`src/rtl/sync_fifo_pkg.sv`:
```
// rtl/sync_fifo_pkg.sv - shared sizing helpers for the single-clock FIFO
package sync_fifo_pkg;

    // Number of storage entries for a given address width
    function automatic int fifo_depth(input int address_width);
        return 1 << address_width;
    endfunction

    // Pointers carry one extra wrap bit above the memory index
    function automatic int pointer_width(input int address_width);
        return address_width + 1;
    endfunction

endpackage

```
`src/rtl/sync_fifo_if.sv`:
```
// rtl/sync_fifo_if.sv - push/pop/status bundle between a FIFO and its user
interface sync_fifo_if
    import sync_fifo_pkg::*;
#(
    parameter int DATA_WIDTH    = 8,
    parameter int ADDRESS_WIDTH = 4
) ();

    localparam int PTR_WIDTH = pointer_width(ADDRESS_WIDTH);

    logic                  flush;
    logic [DATA_WIDTH-1:0] write_data;
    logic                  write_increment;
    logic                  full;
    logic                  almost_full;
    logic                  read_increment;
    logic [DATA_WIDTH-1:0] read_data;
    logic                  empty;
    logic                  almost_empty;
    logic [PTR_WIDTH-1:0]  count;
    logic                  clear_errors;
    logic                  overflow;
    logic                  underflow;

    modport master (
        output flush, write_data, write_increment, read_increment, clear_errors,
        input  full, almost_full, read_data, empty, almost_empty, count,
               overflow, underflow
    );

    modport slave (
        input  flush, write_data, write_increment, read_increment, clear_errors,
        output full, almost_full, read_data, empty, almost_empty, count,
               overflow, underflow
    );

endinterface

```
`src/rtl/sync_fifo_pointer.sv`:
```
// rtl/sync_fifo_pointer.sv - wrap-bit pointer counter with enable and sync clear
module sync_fifo_pointer #(
    parameter int WIDTH = 5
) (
    input  logic             clock,
    input  logic             reset,
    input  logic             clear,
    input  logic             increment,
    output logic [WIDTH-1:0] value
);

    // Roll over naturally at 2^WIDTH; clear wins over increment
    always_ff @(posedge clock or posedge reset) begin
        if (reset) begin
            value <= '0;
        end else if (clear) begin
            value <= '0;
        end else if (increment) begin
            value <= value + 1'b1;
        end
    end

endmodule

```
`src/rtl/sync_fifo_ram.sv`:
```
// rtl/sync_fifo_ram.sv - dual-port RAM, clocked write and combinational read
module sync_fifo_ram #(
    parameter int DATA_WIDTH    = 8,
    parameter int ADDRESS_WIDTH = 4
) (
    input  logic                     clock,
    input  logic                     write_enable,
    input  logic [ADDRESS_WIDTH-1:0] write_address,
    input  logic [DATA_WIDTH-1:0]    write_data,
    input  logic [ADDRESS_WIDTH-1:0] read_address,
    output logic [DATA_WIDTH-1:0]    read_data
);

    localparam int DEPTH = 1 << ADDRESS_WIDTH;

    logic [DATA_WIDTH-1:0] memory [DEPTH];

    // Storage is never reset so it maps onto plain RAM cells
    always_ff @(posedge clock) begin
        if (write_enable) begin
            memory[write_address] <= write_data;
        end
    end

    assign read_data = memory[read_address];

endmodule

```
`src/rtl/sync_fifo.sv`:
```
// rtl/sync_fifo.sv - single-clock first-word-fall-through FIFO with status and sticky errors
module sync_fifo
    import sync_fifo_pkg::*;
#(
    parameter int DATA_WIDTH         = 8,
    parameter int ADDRESS_WIDTH      = 4,
    parameter int ALMOST_FULL_LEVEL  = fifo_depth(ADDRESS_WIDTH) - 2,
    parameter int ALMOST_EMPTY_LEVEL = 2
) (
    input  logic        clock,
    input  logic        reset,
    sync_fifo_if.slave  bus
);

    localparam int DEPTH     = fifo_depth(ADDRESS_WIDTH);
    localparam int PTR_WIDTH = pointer_width(ADDRESS_WIDTH);

    localparam logic [PTR_WIDTH-1:0] AF_LEVEL = PTR_WIDTH'(ALMOST_FULL_LEVEL);
    localparam logic [PTR_WIDTH-1:0] AE_LEVEL = PTR_WIDTH'(ALMOST_EMPTY_LEVEL);

    generate
        if (!(ALMOST_EMPTY_LEVEL > 0 &&
              ALMOST_EMPTY_LEVEL < ALMOST_FULL_LEVEL &&
              ALMOST_FULL_LEVEL < DEPTH + 1)) begin : g_bad_levels
            $error("sync_fifo: need 0 < ALMOST_EMPTY_LEVEL < ALMOST_FULL_LEVEL <= DEPTH");
        end
    endgenerate

    logic [PTR_WIDTH-1:0] write_pointer;
    logic [PTR_WIDTH-1:0] read_pointer;
    logic                 write_accept;
    logic                 read_accept;
    logic                 overflow_set;
    logic                 underflow_set;
    logic                 is_full;
    logic                 is_empty;
    logic [PTR_WIDTH-1:0] occupancy;
    logic                 overflow_q;
    logic                 underflow_q;

    // Status comes from registered pointers only, never from this cycle's requests
    always_comb begin
        occupancy = write_pointer - read_pointer;
        is_empty  = (write_pointer == read_pointer);
        is_full   = (write_pointer[ADDRESS_WIDTH-1:0] == read_pointer[ADDRESS_WIDTH-1:0]) &&
                    (write_pointer[ADDRESS_WIDTH] != read_pointer[ADDRESS_WIDTH]);
    end

    // Flush overrides both sides and also suppresses error reporting
    always_comb begin
        write_accept  = bus.write_increment && !is_full  && !bus.flush;
        read_accept   = bus.read_increment  && !is_empty && !bus.flush;
        overflow_set  = bus.write_increment &&  is_full  && !bus.flush;
        underflow_set = bus.read_increment  &&  is_empty && !bus.flush;
    end

    sync_fifo_pointer #(.WIDTH(PTR_WIDTH)) u_write_pointer (
        .clock     (clock),
        .reset     (reset),
        .clear     (bus.flush),
        .increment (write_accept),
        .value     (write_pointer)
    );

    sync_fifo_pointer #(.WIDTH(PTR_WIDTH)) u_read_pointer (
        .clock     (clock),
        .reset     (reset),
        .clear     (bus.flush),
        .increment (read_accept),
        .value     (read_pointer)
    );

    sync_fifo_ram #(
        .DATA_WIDTH    (DATA_WIDTH),
        .ADDRESS_WIDTH (ADDRESS_WIDTH)
    ) u_ram (
        .clock         (clock),
        .write_enable  (write_accept),
        .write_address (write_pointer[ADDRESS_WIDTH-1:0]),
        .write_data    (bus.write_data),
        .read_address  (read_pointer[ADDRESS_WIDTH-1:0]),
        .read_data     (bus.read_data)
    );

    // Sticky error flags; a new error in the clearing cycle keeps the flag set
    always_ff @(posedge clock or posedge reset) begin
        if (reset) begin
            overflow_q  <= 1'b0;
            underflow_q <= 1'b0;
        end else begin
            if (overflow_set) begin
                overflow_q <= 1'b1;
            end else if (bus.clear_errors) begin
                overflow_q <= 1'b0;
            end
            if (underflow_set) begin
                underflow_q <= 1'b1;
            end else if (bus.clear_errors) begin
                underflow_q <= 1'b0;
            end
        end
    end

    assign bus.count        = occupancy;
    assign bus.empty        = is_empty;
    assign bus.full         = is_full;
    assign bus.almost_full  = (occupancy >= AF_LEVEL);
    assign bus.almost_empty = (occupancy <= AE_LEVEL);
    assign bus.overflow     = overflow_q;
    assign bus.underflow    = underflow_q;

endmodule

```
`src/flat_wrapper.sv`:
```
// flat-port wrapper written by rule: the top's interface ports become plain ports
module sync_fifo_flat import sync_fifo_pkg::*;
#(
    parameter int DATA_WIDTH         = 8,
    parameter int ADDRESS_WIDTH      = 4,
    parameter int ALMOST_FULL_LEVEL  = fifo_depth(ADDRESS_WIDTH) - 2,
    parameter int ALMOST_EMPTY_LEVEL = 2
)
  (clock, reset, bus_flush, bus_write_data, bus_write_increment, bus_read_increment, bus_clear_errors, bus_full, bus_almost_full, bus_read_data, bus_empty, bus_almost_empty, bus_count, bus_overflow, bus_underflow);
  sync_fifo_if #(.DATA_WIDTH(DATA_WIDTH), .ADDRESS_WIDTH(ADDRESS_WIDTH)) bus_i ();
  input  logic clock;
  input  logic reset;
  input wire logic [$bits(bus_i.flush)-1:0] bus_flush;
  input wire logic [$bits(bus_i.write_data)-1:0] bus_write_data;
  input wire logic [$bits(bus_i.write_increment)-1:0] bus_write_increment;
  input wire logic [$bits(bus_i.read_increment)-1:0] bus_read_increment;
  input wire logic [$bits(bus_i.clear_errors)-1:0] bus_clear_errors;
  output wire logic [$bits(bus_i.full)-1:0] bus_full;
  output wire logic [$bits(bus_i.almost_full)-1:0] bus_almost_full;
  output wire logic [$bits(bus_i.read_data)-1:0] bus_read_data;
  output wire logic [$bits(bus_i.empty)-1:0] bus_empty;
  output wire logic [$bits(bus_i.almost_empty)-1:0] bus_almost_empty;
  output wire logic [$bits(bus_i.count)-1:0] bus_count;
  output wire logic [$bits(bus_i.overflow)-1:0] bus_overflow;
  output wire logic [$bits(bus_i.underflow)-1:0] bus_underflow;
  assign bus_i.flush = bus_flush;
  assign bus_i.write_data = bus_write_data;
  assign bus_i.write_increment = bus_write_increment;
  assign bus_i.read_increment = bus_read_increment;
  assign bus_i.clear_errors = bus_clear_errors;
  assign bus_full = bus_i.full;
  assign bus_almost_full = bus_i.almost_full;
  assign bus_read_data = bus_i.read_data;
  assign bus_empty = bus_i.empty;
  assign bus_almost_empty = bus_i.almost_empty;
  assign bus_count = bus_i.count;
  assign bus_overflow = bus_i.overflow;
  assign bus_underflow = bus_i.underflow;
  sync_fifo #(.DATA_WIDTH(DATA_WIDTH), .ADDRESS_WIDTH(ADDRESS_WIDTH), .ALMOST_FULL_LEVEL(ALMOST_FULL_LEVEL), .ALMOST_EMPTY_LEVEL(ALMOST_EMPTY_LEVEL)) u_core (.clock(clock), .reset(reset), .bus(bus_i));
endmodule
```
`config.mk`:
```
export PLATFORM = sky130hd
export DESIGN_NAME = sync_fifo_flat
export DESIGN_NICKNAME = d
export VERILOG_FILES = /design/src/rtl/sync_fifo_pkg.sv /design/src/rtl/sync_fifo_if.sv /design/src/rtl/sync_fifo_pointer.sv /design/src/rtl/sync_fifo_ram.sv /design/src/rtl/sync_fifo.sv /design/src/flat_wrapper.sv
export SDC_FILE = /design/constraint.sdc
export NUM_CORES = 1
export LEC_CHECK = 0
export ABC_CLOCK_PERIOD_IN_PS = 4000
export CAP_MARGIN = 20
export CORE_ASPECT_RATIO = 1.75
export CORE_MARGIN = 3
export CORE_UTILIZATION = 45
export CTS_BUF_LIST = sky130_fd_sc_hd__clkbuf_16
export DETAILED_ROUTE_END_ITERATION = 12
export GPL_TIMING_DRIVEN = 0
export PLACE_DENSITY = 0.63
export SLEW_MARGIN = 20
export SYNTH_ARGS = -nofsm -noshare
export SYNTH_HDL_FRONTEND = slang
export SYNTH_SLANG_ARGS = --single-unit
```
`constraint.sdc`:
```
create_clock -name clock -period 4 [get_ports clock]
set_input_delay 0.4 -clock clock [delete_from_list [all_inputs] [get_ports clock]]
set_output_delay 0.4 -clock clock [all_outputs]
set_load 0.01 [all_outputs]
```
==> results.md <==
- Largest net degree at the start of global routing: 17
- Final #Nets: 398
- Yosys reg bits: 140
- Die H: 157 um
- Mapped Cells: 324
- Leakage power: 2.39 nW
- Worst reg2reg path depth: 7
- Syn avg cell area: 18.2 um^2
- CP Launch Type: register
- Post-route setup TNS: 0 ns
- R2r endpoint: u_core.u_ram.memory[13][5]
- Detailed Routing Iterations Pass 1: 4
- Crit Path Max Fanout: 16
- Commonest cells post-synth: edfxtp_1, mux2i_1, nor2_1
- Remaining routing DRC violations: 0
- Post-Route WL: 12800 um
- Setup slack at placement: 0.443 ns
- FP Rows: 54
- First-pass GRT wire length: 19500 um
- Most common cell in the netlist: edfxtp_1
- Worst r2r src: u_core.u_read_pointer.value[1]
- Fmax: 286 MHz
- Data arrival time of the critical path: 3.10 ns
- Cell taking the most area after synthesis: edfxtp_1
- Hold/Removal Path Class: in -> async
- Non-Filler Instances: 555
- CTS tree: yes
- Final RePlAce weighted congestion: 0.885
- Area grow syn2layout: 19.8%
- Net Count, Synth: 348
- Max Cap Violations: 0
- Total I/O pin count: 33
- Maximum clock insertion buffer count: 2
- Crit Path Class: reg -> out
- Clk Tree Root Cell: clkbuf_16
- Total gr overflow: 0
- Post-Synthesis Cell Area: 5890 um^2
- Outcome: finished, final reports clean
- RSZ-0062 raised after global routing: no
- Worst-margin pin slew: 0.831 ns
- Final-report max-slew violation count: 0
- DP Cell Count: 524
- Initial core utilization: 46.6%
- Clock skew: 0.0109 ns
- Min Tclk post-route: 3.50 ns
- Final setup vio count: 0
- Die Wd: 92.5 um
- Core ar.: 12600 um^2
- Number of flops mapped to enable cells by yosys: 128
- IO Port Bufs: 32
- Number of vias per cell: 5.60
- Top_reg_cell synth: edfxtp_1
- CTS sink cnt: 140
- Cell Pwr Density: 543 nW/um^2
- Final WS setup: 0.502 ns
- Wirelength per Cell: 23.1 um
- Post-CTS Hold Buffers: 0
- H-tree levels: 4
- Register area: 4140 um^2
- Vias: 3107
- Tcrit/Tclk final: 87.5%
- Ys async rst share: 8.57%
- Total track usage: 19.0%
- Num CTS Buffers: 17
- Final Hold Vio Count: 0
- Relative slew margins: 44.4%
- # fillers: 1027
- Synthesis Warnings: 0
- Number of global-route vias before repair: 3283
- Critical Path RT: 3.60 ns
- Clock transition at path regs: 0.06 ns
- Synth unique cells: 43
- Clock latency on the worst-skew pair: 0.41 ns
- Antenna violations before repair: 0
- Final ANT Viol Nets: 0
- Layout cells sized above 1: 15.0%
- Antenna cells: 0
- Detail Placement HPWL: 8940 um
- Main area contributors after synthesis: edfxtp_1, mux4_1, dfrtp_1, mux2i_1, mux4_2
- Post-synthesis sequential area ratio: 70.3%
- Die area: 14600 um^2
- Initial drt markers: 222
- Top-area cell type share of the netlist area: 65.2%
- VDD IR max: 0.262 mV
- Register-to-register setup slack: 1.06 ns
- Crit end category: primary output
- Area of the multi-input gates: 1650 um^2
[where the power goes]
part	leakage [nW]	internal, W	switching, W
sequential	1.32	0.00162	0.0000140
combinational	0.769	0.000289	0.000296
clock	0.299	0.00104	0.000577
[flip-flops by register name (all words and copies together) (netlist names)]
name                          cells
u_core.bus.underflow              1
u_core.u_read_pointer.value       5
u_core.u_ram.memory             128
u_core.u_write_pointer.value      5
u_core.bus.overflow               1
[cells in the final DEF (no fill, tap or decap), drive strengths merged]
cell | synthesis | routed
a211oi | 1 | 1
a21o | 2 | 2
a21oi | 3 | 3
a22oi | 8 | 8
a32oi | 8 | 8
a41o | 1 | 1
and2 | 2 | 2
and3 | 1 | 1
buf | 10 | 9
bufinv | 0 | 4
clkbuf | 4 | 21
clkdlybuf4s50 | 0 | 32
clkinv | 1 | 5
clkinvlp | 0 | 3
dfrtp | 12 | 12
edfxtp | 128 | 128
fa | 1 | 1
ha | 9 | 9
inv | 9 | 13
mux2i | 26 | 26
mux4 | 24 | 24
nand2 | 6 | 6
nand2b | 3 | 3
nand3b | 1 | 1
nand4 | 1 | 1
nor2 | 23 | 23
nor2b | 2 | 2
nor3 | 4 | 4
o2111ai | 1 | 1
o211ai | 3 | 3
o21a | 1 | 1
o21ai | 14 | 14
o21ba | 1 | 1
o32ai | 1 | 1
or3 | 3 | 3
xnor2 | 5 | 5
xor2 | 5 | 5
[layout make-up]
class / instances / area share [%]
Buffer: 13 / 1.17
Clock buffer: 17 / 6.03
Clock inverter: 15 / 2.76
Inverter: 10 / 0.532
Multi-Input combinational cell: 160 / 23.3
Sequential cell: 140 / 58.7
Tap cell: 168 / 2.98
Timing Repair Buffer: 32 / 4.54
[worst max-delay path by stage]
stage,cells after the start,endpoint,startpoint,slack (ns)
after global placement,8,u_core.u_ram.memory[3][5],u_core.u_read_pointer.value[1],0.25
after CTS,8,bus_almost_empty,u_core.u_read_pointer.value[1],0.43
after detailed placement,9,bus_almost_empty,u_core.u_read_pointer.value[1],0.44
after global routing,8,bus_almost_empty,u_core.u_read_pointer.value[1],0.29
final,8,bus_almost_empty,u_core.u_read_pointer.value[1],0.50
after floorplan,8,u_core.u_ram.memory[3][0],u_core.u_read_pointer.value[1],1.31
[per-layer routing]
metal	vias up	wire length, um	track usage, %
met2	94	6950	33.2
met4	0	634	11.0
li1	1407	-	-
met5	-	0	0
met1	1575	4530	20.8
met3	31	680	4.88
[critical path, cell delays in order (launching register included)]
cell	delay, ns
dfrtp_1	0.35
buf_2	0.38
inv_1	0.14
ha_1	0.33
nor2b_1	0.15
o21a_1	0.17
or3_1	0.35
a211oi_1	0.23
clkdlybuf4s50_1	0.58
[what timing repair did]
item / 4_1_cts / 5_1_grt
setup buffers: 0 / 0
gates resized for setup: 0 / 0
setup endpoints to repair: 1 / 0
[through the flow]
stage	total power, W	util [%]	hold slack, ns	instance area (um^2)
after floorplan	0.00199	-	0.265	5890
after global placement	0.00225	50.8	0.518	6420
after detailed placement	0.00225	51.0	0.537	6440
after CTS	0.00387	55.9	0.290	7060
after global routing	0.00397	55.9	0.344	7060
final	0.00384	55.9	0.291	7060
[cells by family (layout without fill, tap and decap cells)]
logic type | count (synthesis) | in the layout | synth area share, %
compound gates | 44 | 44 | 5.35
xor+xnor | 10 | 10 | 1.74
fa+ha+maj | 10 | 10 | 2.25
buf+inv | 24 | 87 | 2.10
flops | 140 | 140 | 70.3
mux | 50 | 50 | 14.5
simple gates | 46 | 46 | 3.69
Power figures use the tool's default switching activity.
